### src/rtl/accumulator_alu.sv
// Accumulator ALU: one-cycle arithmetic/logic ops plus an optional shift-add multiplier.
// Define ACCUMULATOR_ALU_MUL_EN to build the multiplier; otherwise Op 111 is a NOP.
module accumulator_alu #(
   parameter int WIDTH = 8
) (
   input  logic             CLK,
   input  logic             Reset,
   input  logic             Start,
   input  logic [2:0]       Op,
   input  logic [WIDTH-1:0] B_in,
   output logic [WIDTH-1:0] Acc_out,
   output logic             Busy,
   output logic             Done,
   output logic             Zero,
   output logic             Carry
);

   localparam logic [1:0] IDLE = 2'd0;
   localparam logic [1:0] EXEC = 2'd1;
`ifdef ACCUMULATOR_ALU_MUL_EN
   localparam logic [1:0] MUL  = 2'd2;
   localparam int CNT_W = $clog2(WIDTH + 1);
`endif

   logic [1:0]       state;
   logic [2:0]       op_q;
   logic [WIDTH-1:0] b_q;
   logic [WIDTH-1:0] acc;
   logic             zero;
   logic             carry;
   logic             done;

   logic [WIDTH-1:0] alu_res;
   logic             alu_carry;
   logic             alu_write;

`ifdef ACCUMULATOR_ALU_MUL_EN
   // Product lives in {mul_hi, mul_lo}; mul_lo starts as the multiplier and
   // is shifted out one bit per cycle while the partial sum enters from the top.
   logic [WIDTH-1:0] mul_hi;
   logic [WIDTH-1:0] mul_lo;
   logic [CNT_W-1:0] mul_cnt;
   logic [WIDTH:0]   mul_sum;
   logic [WIDTH-1:0] mul_lo_next;

   always_comb begin
      mul_sum     = {1'b0, mul_hi} + (mul_lo[0] ? {1'b0, b_q} : '0);
      mul_lo_next = {mul_sum[0], mul_lo[WIDTH-1:1]};
   end
`endif

   always_comb begin
      alu_res   = acc;
      alu_carry = carry;
      alu_write = 1'b1;
      case (op_q)
         3'b000: begin alu_res = b_q;       alu_carry = 1'b0; end
         3'b001: {alu_carry, alu_res} = {1'b0, acc} + {1'b0, b_q};
         3'b010: begin
            alu_res   = acc - b_q;
            alu_carry = (b_q > acc);
         end
         3'b011: begin alu_res = acc & b_q; alu_carry = 1'b0; end
         3'b100: begin alu_res = acc | b_q; alu_carry = 1'b0; end
         3'b101: begin alu_res = acc ^ b_q; alu_carry = 1'b0; end
         3'b110: begin
            alu_res   = {acc[WIDTH-2:0], 1'b0};
            alu_carry = acc[WIDTH-1];
         end
         default: alu_write = 1'b0;
      endcase
   end

   // Done is a single-cycle pulse: cleared every edge unless an op completes.
   always_ff @(posedge CLK) begin
      if (!Reset) begin
         state   <= IDLE;
         op_q    <= '0;
         b_q     <= '0;
         acc     <= '0;
         zero    <= 1'b1;
         carry   <= 1'b0;
         done    <= 1'b0;
`ifdef ACCUMULATOR_ALU_MUL_EN
         mul_hi  <= '0;
         mul_lo  <= '0;
         mul_cnt <= '0;
`endif
      end else begin
         done <= 1'b0;
         case (state)
            IDLE: begin
               if (Start) begin
                  op_q <= Op;
                  b_q  <= B_in;
`ifdef ACCUMULATOR_ALU_MUL_EN
                  if (Op == 3'b111) begin
                     state   <= MUL;
                     mul_hi  <= '0;
                     mul_lo  <= acc;
                     mul_cnt <= '0;
                  end else begin
                     state <= EXEC;
                  end
`else
                  state <= EXEC;
`endif
               end
            end
            EXEC: begin
               if (alu_write) begin
                  acc   <= alu_res;
                  carry <= alu_carry;
                  zero  <= (alu_res == '0);
               end
               done  <= 1'b1;
               state <= IDLE;
            end
`ifdef ACCUMULATOR_ALU_MUL_EN
            MUL: begin
               mul_hi  <= mul_sum[WIDTH:1];
               mul_lo  <= mul_lo_next;
               mul_cnt <= mul_cnt + 1'b1;
               if (mul_cnt == CNT_W'(WIDTH - 1)) begin
                  acc   <= mul_lo_next;
                  carry <= |mul_sum[WIDTH:1];
                  zero  <= (mul_lo_next == '0);
                  done  <= 1'b1;
                  state <= IDLE;
               end
            end
`endif
            default: state <= IDLE;
         endcase
      end
   end

   assign Acc_out = acc;
   assign Zero    = zero;
   assign Carry   = carry;
   assign Done    = done;
   assign Busy    = (state != IDLE);

endmodule

### config.mk
export PLATFORM = sky130hd
export DESIGN_NAME = accumulator_alu
export DESIGN_NICKNAME = d
export VERILOG_FILES = /design/src/rtl/accumulator_alu.sv
export SDC_FILE = /design/constraint.sdc
export NUM_CORES = 1
export LEC_CHECK = 0
export CORE_MARGIN = 2
export CORE_UTILIZATION = 50
export CTS_BUF_LIST = sky130_fd_sc_hd__clkbuf_8
export DETAILED_ROUTE_END_ITERATION = 10
export GPL_ROUTABILITY_DRIVEN = 0
export PLACE_DENSITY_LB_ADDON = 0.15
export SKIP_LAST_GASP = 1
export SYNTH_ARGS = -nofsm -noshare
export SYNTH_HDL_FRONTEND = slang
export SYNTH_SLANG_ARGS = --single-unit
export TNS_END_PERCENT = 30
### constraint.sdc
create_clock -name CLK -period 2.8 [get_ports CLK]
set_input_delay 0.56 -clock CLK [delete_from_list [all_inputs] [get_ports CLK]]
set_output_delay 0.56 -clock CLK [all_outputs]
set_load 0.03 [all_outputs]
---- After elaboration in Yosys (flattened, before gate mapping) ----
Cells that the tools add are included.
storage, ports and cells
  input bits .............................. 14
  register bits ........................... 23
  output and inout bits ................... 12
cells by class
  reductions and logical operators ........ 10
  order comparisons ....................... 1
  eq/ne operators ......................... 6
  multiplexer cells ....................... 4
  $add $sub $neg .......................... 2
  bitwise gates (word level) .............. 3
operators with widths
  kind                  number
  $pmux W8 S7           1
  $add A8 B8 Y9         1
  $eq A3 B3 Y1 const B  3
  $and A8 B8 Y8         1
  $gt A8 B8 Y1          1
  $logic_not A8 Y1      1
  $or A8 B8 Y8          1
  $sub A8 B8 Y8         1
  $xor A8 B8 Y8         1
  $reduce_or A7 Y1      1
  $eq A3 B2 Y1 const B  2
  $reduce_and A2 Y1     3
  $pmux W1 S4           1
  $reduce_bool A4 Y1    1
  $reduce_or A4 Y1      1
  $eq A3 B1 Y1 const B  1
  $logic_not A3 Y1      1
  $reduce_and A3 Y1     1
  $logic_not A2 Y1      1
  $mux W1               2

---- Depth between registers and ports, before layout ----
  depth in word-level cells ............... 4
  depth in mapped cells ................... 11
  gate-level depth less buffers ........... 11

---- Least setup slack after synthesis ----
Ideal clock, no wire load.
  kind .................................... register to register
  start point ............................. reg acc[0], in the netlist Acc_out[0]
  end point ............................... reg zero, in the netlist Zero
  data arrival time ....................... 2.390 ns
  path buffers ............................ 0
  library setup time ...................... 0.120 ns
  path slack .............................. 0.290 ns
  cell stages (with the launch flop) ...... 11
  period minus slack after synthesis ...... 2.510 ns
  cells stage by stage .................... dfxtp_1 -> ha_1 -> inv_1 -> fa_1 -> or3_2 -> a21oi_1 -> o21ai_0 -> a21o_1 -> o2111a_1 -> a41oi_1 -> nor3_1
between the ends
  word-level cells in the longest chain between the ends .. 3
RTL lines
  what                                         line  source
  start: declaration                           28    logic [WIDTH-1:0] acc;
  start signal: assignment                     112   acc <= alu_res;
  $sub A8 B8 Y8, or another cell as far along  60    alu_res = acc - b_q;
  $pmux W8 S7 *                                56    case (op_q)
  $logic_not A8 Y1 *                           114   zero <= (alu_res == '0);
  end signal: assignment                       114
  end: declaration                             29    logic zero;
Every way passes the cells marked *; elsewhere a longest branch is shown, timed or not.
A chain may end at the register's enable or synchronous reset.

---- Worst setup path after layout ----
  start point ............................. reg acc[1], in the netlist Acc_out[1]
  end point ............................... reg zero, in the netlist Zero
Same word-level chain as after synthesis.

==> flow_metrics.py <==
metrics = {
    "finish": {
        "multiInputGateArea_mm2": 0.001613,
        "drive_gt1_share_pct": 7.987,
        "fin_cells": 365,
        "fillers": 391,
        "final_cell_mix": "nand2_1, clkdlybuf4s50_1, inv_1, ha_1",
        "n_antenna_cell": 0,
        "nNetsFinal": 354,
        "seq_area_um2": 460.4,
        "mostFrequentLayoutCell": "nand2_1",
        "flow.area_growth_from_synthesis_pct": 14.13,
    },
    "logic_synthesis": {
        "synthSimpleGateAreaFrac_pct": 23.45,
        "syn_inst": 294,
        "synth_warnings": 0,
        "syn_area_per_cell_um2": 7.711,
        "synthXorXnorAreaFrac_pct": 1.159,
        "ys_ff_latch": 23,
        "synth_top_family_by_area": "compound AO/OA/AOI/OAI gates",
        "ys.flop_type": "dfxtp_1",
        "syn_area_mm2": 0.002267,
        "synth-edff-count": 0,
        "muxShareOfSynthArea_pct": 2.815,
        "synthDistinctLibCells": 62,
        "synth_compound_area_share_pct": 28.64,
        "syn_nets": 334,
        "yosysSeqAreaShare_pct": 20.31,
        "synthAdderAreaFrac_pct": 15.01,
        "synthArstFlopShare_pct": 0,
    },
    "flow_run": {
        "maxCapViolCount": 0,
    },
    "timing": {
        "rsz0062_at_grt": "no",
        "hold_violations": 0,
        "fmax_mhz": 397.9,
        "final.setup.tns_ns": 0,
        "final_max_slew_viol_count": 0,
        "fin_crit_sh_pct": 89.76,
        "setup_viol": 0,
        "period_minus_slack_ns": 2.513,
        "final.setup_skew_ns": 0.001645,
        "worst_pin_slew_ns": 0.8485,
        "relSlewSlack_pct": 43.36,
    },
    "cts": {
        "cts.clk_slew.worst_paths_ns": 0.08,
        "insertion_delay_ns": 0.26,
        "htree_levels": 1,
        "cts_tree": "yes",
        "cts_buffers": 3,
        "numClockSinks": 23,
        "cts_hold_buf": 0,
        "ctsLongestPathBuffers": 2,
        "cts_root_buf": "clkbuf_8",
    },
    "pwr": {
        "switching_share_pct": 36.85,
        "vdd.ir_drop.worst_mv": 0.2870,
        "p_sw_w": 0.0003653,
        "internal_power_w": 0.0006258,
        "p_leak_nw": 1.021,
        "seq_power_share_pct": 39.3,
        "power_density_mw_per_mm2": 383.0,
        "clockPowerShare_pct": 20.0,
        "comb_power_share_pct": 40.8,
    },
    "run_status": {
        "status": "complete, no violations",
    },
    "floorplanning": {
        "ios": 26,
        "fp.dieArea_mm2": 0.005089,
        "row_count": 24,
        "die_x_um": 71.34,
        "coreArea_mm2": 0.004354,
        "die_y_um": 71.34,
        "start_util_pct": 52.07,
    },
    "routing": {
        "routed_via_density": 5.907,
        "wire_per_inst_um": 15.48,
        "drt_iter0_markers": 251,
        "ant_nets": 0,
        "drc_errors": 0,
        "drt_pass1_iterations": 4,
        "routed_wirelength_mm": 5.650,
        "vias": 2156,
    },
    "critical_path": {
        "crit_path_end_kind": "flop",
        "r2r.worst_path.cells": 9,
        "required_ns": 2.99,
        "cp.arrival_ns": 2.70,
        "path_class": "flop to flop",
        "startpoint_type": "flop",
        "crit_fanout": 7,
    },
    "global_routing": {
        "antenna_found_initial": 0,
        "overflow": 0,
        "grt_max_degree": 24,
        "grt_use_total_pct": 23.94,
        "grt_pass1_wl_mm": 9.887,
        "grt_pass1_vias": 2033,
    },
    "placed_design": {
        "portBuffers": 25,
        "dp_hpwl_mm": 4.395,
        "dpl.cell_count": 361,
    },
    "min_path": {
        "min_path_type": "flop to flop",
        "whs_path_depth": 2,
    },
}
flip-flops by register name, indices dropped and copies added, names as in the netlist:
register and flops:
Acc_out 8, b_q 8, Done 1, op_q 3, Carry 1, Zero 1, state 1
metrics by stage:
step / total power [W] / cell area (µm²) / worst slack (ns) / util (%) / hold WS [ns]
floorplan: 0.0006761 / 2267 / 0.2902 / - / 0.4603
global placement: 0.0007915 / 2541 / 0.3027 / 58.36 / 0.4720
detailed placement: 0.0007949 / 2541 / 0.2318 / 58.36 / 0.4777
CTS: 0.0009953 / 2586 / 0.1970 / 59.40 / 0.4890
global route: 0.001059 / 2587 / 0.05400 / 59.43 / 0.5467
finish: 0.0009911 / 2587 / 0.2867 / 59.43 / 0.4836
final cells by class:
cell class	instances	area share [%]
multi-input cells	229	62.33
flip-flops and latches	23	17.79
repair buffers	34	12.28
inverters	23	3.337
well taps	52	2.515
clock buffers	3	1.596
clock inverters	1	0.1451
worst max-delay path, stage by stage (launching register included):
cell       delay (ns)
dfxtp_1          0.47
inv_1            0.12
ha_1             0.35
o21ba_2          0.22
nor4_1           0.28
nand4b_1         0.19
a211oi_1         0.08
a2111oi_1        0.47
a21oi_1          0.13
nor3_1           0.13
logic make-up (layout without fill, tap and decap cells):
family | after synthesis | after routing
and+or+nand+nor | 101 | 101
AOI/OAI and AO/OA | 94 | 94
DFF | 23 | 23
muxes | 5 | 5
adders and majority gates | 26 | 26
xor gates and xnor gates | 3 | 3
buffers and inverters | 42 | 61
power groups by stage:
| stage | logic (W) | clock network, W | registers [W] |
|---|---|---|---|
| floorplan | 0.000265 | 0 | 0.000411 |
| global placement | 0.000397 | 0 | 0.000394 |
| detailed placement | 0.000398 | 0 | 0.000396 |
| CTS | 0.000401 | 0.000206 | 0.000389 |
| global route | 0.000448 | 0.000218 | 0.000393 |
| finish | 0.000404 | 0.000198 | 0.000389 |
cell usage after synthesis (2+ instances only):
cell type   n  area share [%]
o31ai_1     2            0.66
dfxtp_1    23              20
a21o_1      4             1.3
nand2b_1    7             1.9
o21ai_0    18             4.0
ha_1       24              13
a31oi_1     3            0.83
nand3_1     4            0.88
nor2b_4     2             1.2
nor3b_1     5             1.7
and2_1      4             1.1
mux2i_1     3             1.3
o21bai_1    2            0.66
a21oi_1    23             5.1
a221o_1     3             1.3
nand3b_1    3            0.99
nor2_1     17             2.8
a211oi_1    4             1.3
a21boi_0   12             4.0
or2_1       2            0.55
nor3_1      6             1.3
buf_2       9             2.0
clkbuf_1    6            0.99
o21ai_1     2            0.44
nor2b_1     2            0.55
nand2_1    37             6.1
xor2_1      2            0.77
o211a_1     3             1.3
buf_6       3             1.5
inv_1      23             3.8
o221ai_1    4             1.5
fa_1        2             1.8
timing repair:
action / in CTS / in global routing
setup endpoints to repair: 0 / 2
setup buffers: 0 / 0
resized for setup: 0 / 1
path summary, 6_finish.rpt:
kind	start	endpoint	slack, ns
setup / recovery	Acc_out[1]	Zero	0.29
hold reg to reg	b_q[7]	b_q[7]	0.48
hold / removal	b_q[7]	b_q[7]	0.48
setup reg to reg	Acc_out[1]	Zero	0.29
routing by layer:
layer / global-route usage [%] / part of all wire (%) / up-vias
met5: 0 / 0 / -
met4: 7.128 / 1.6 / 0
met3: 1.266 / 5.4 / 10
met2: 36.63 / 43 / 78
met1: 36.33 / 50 / 991
li1: - / - / 1077
Note: power is estimated with default switching activity, not from simulation.
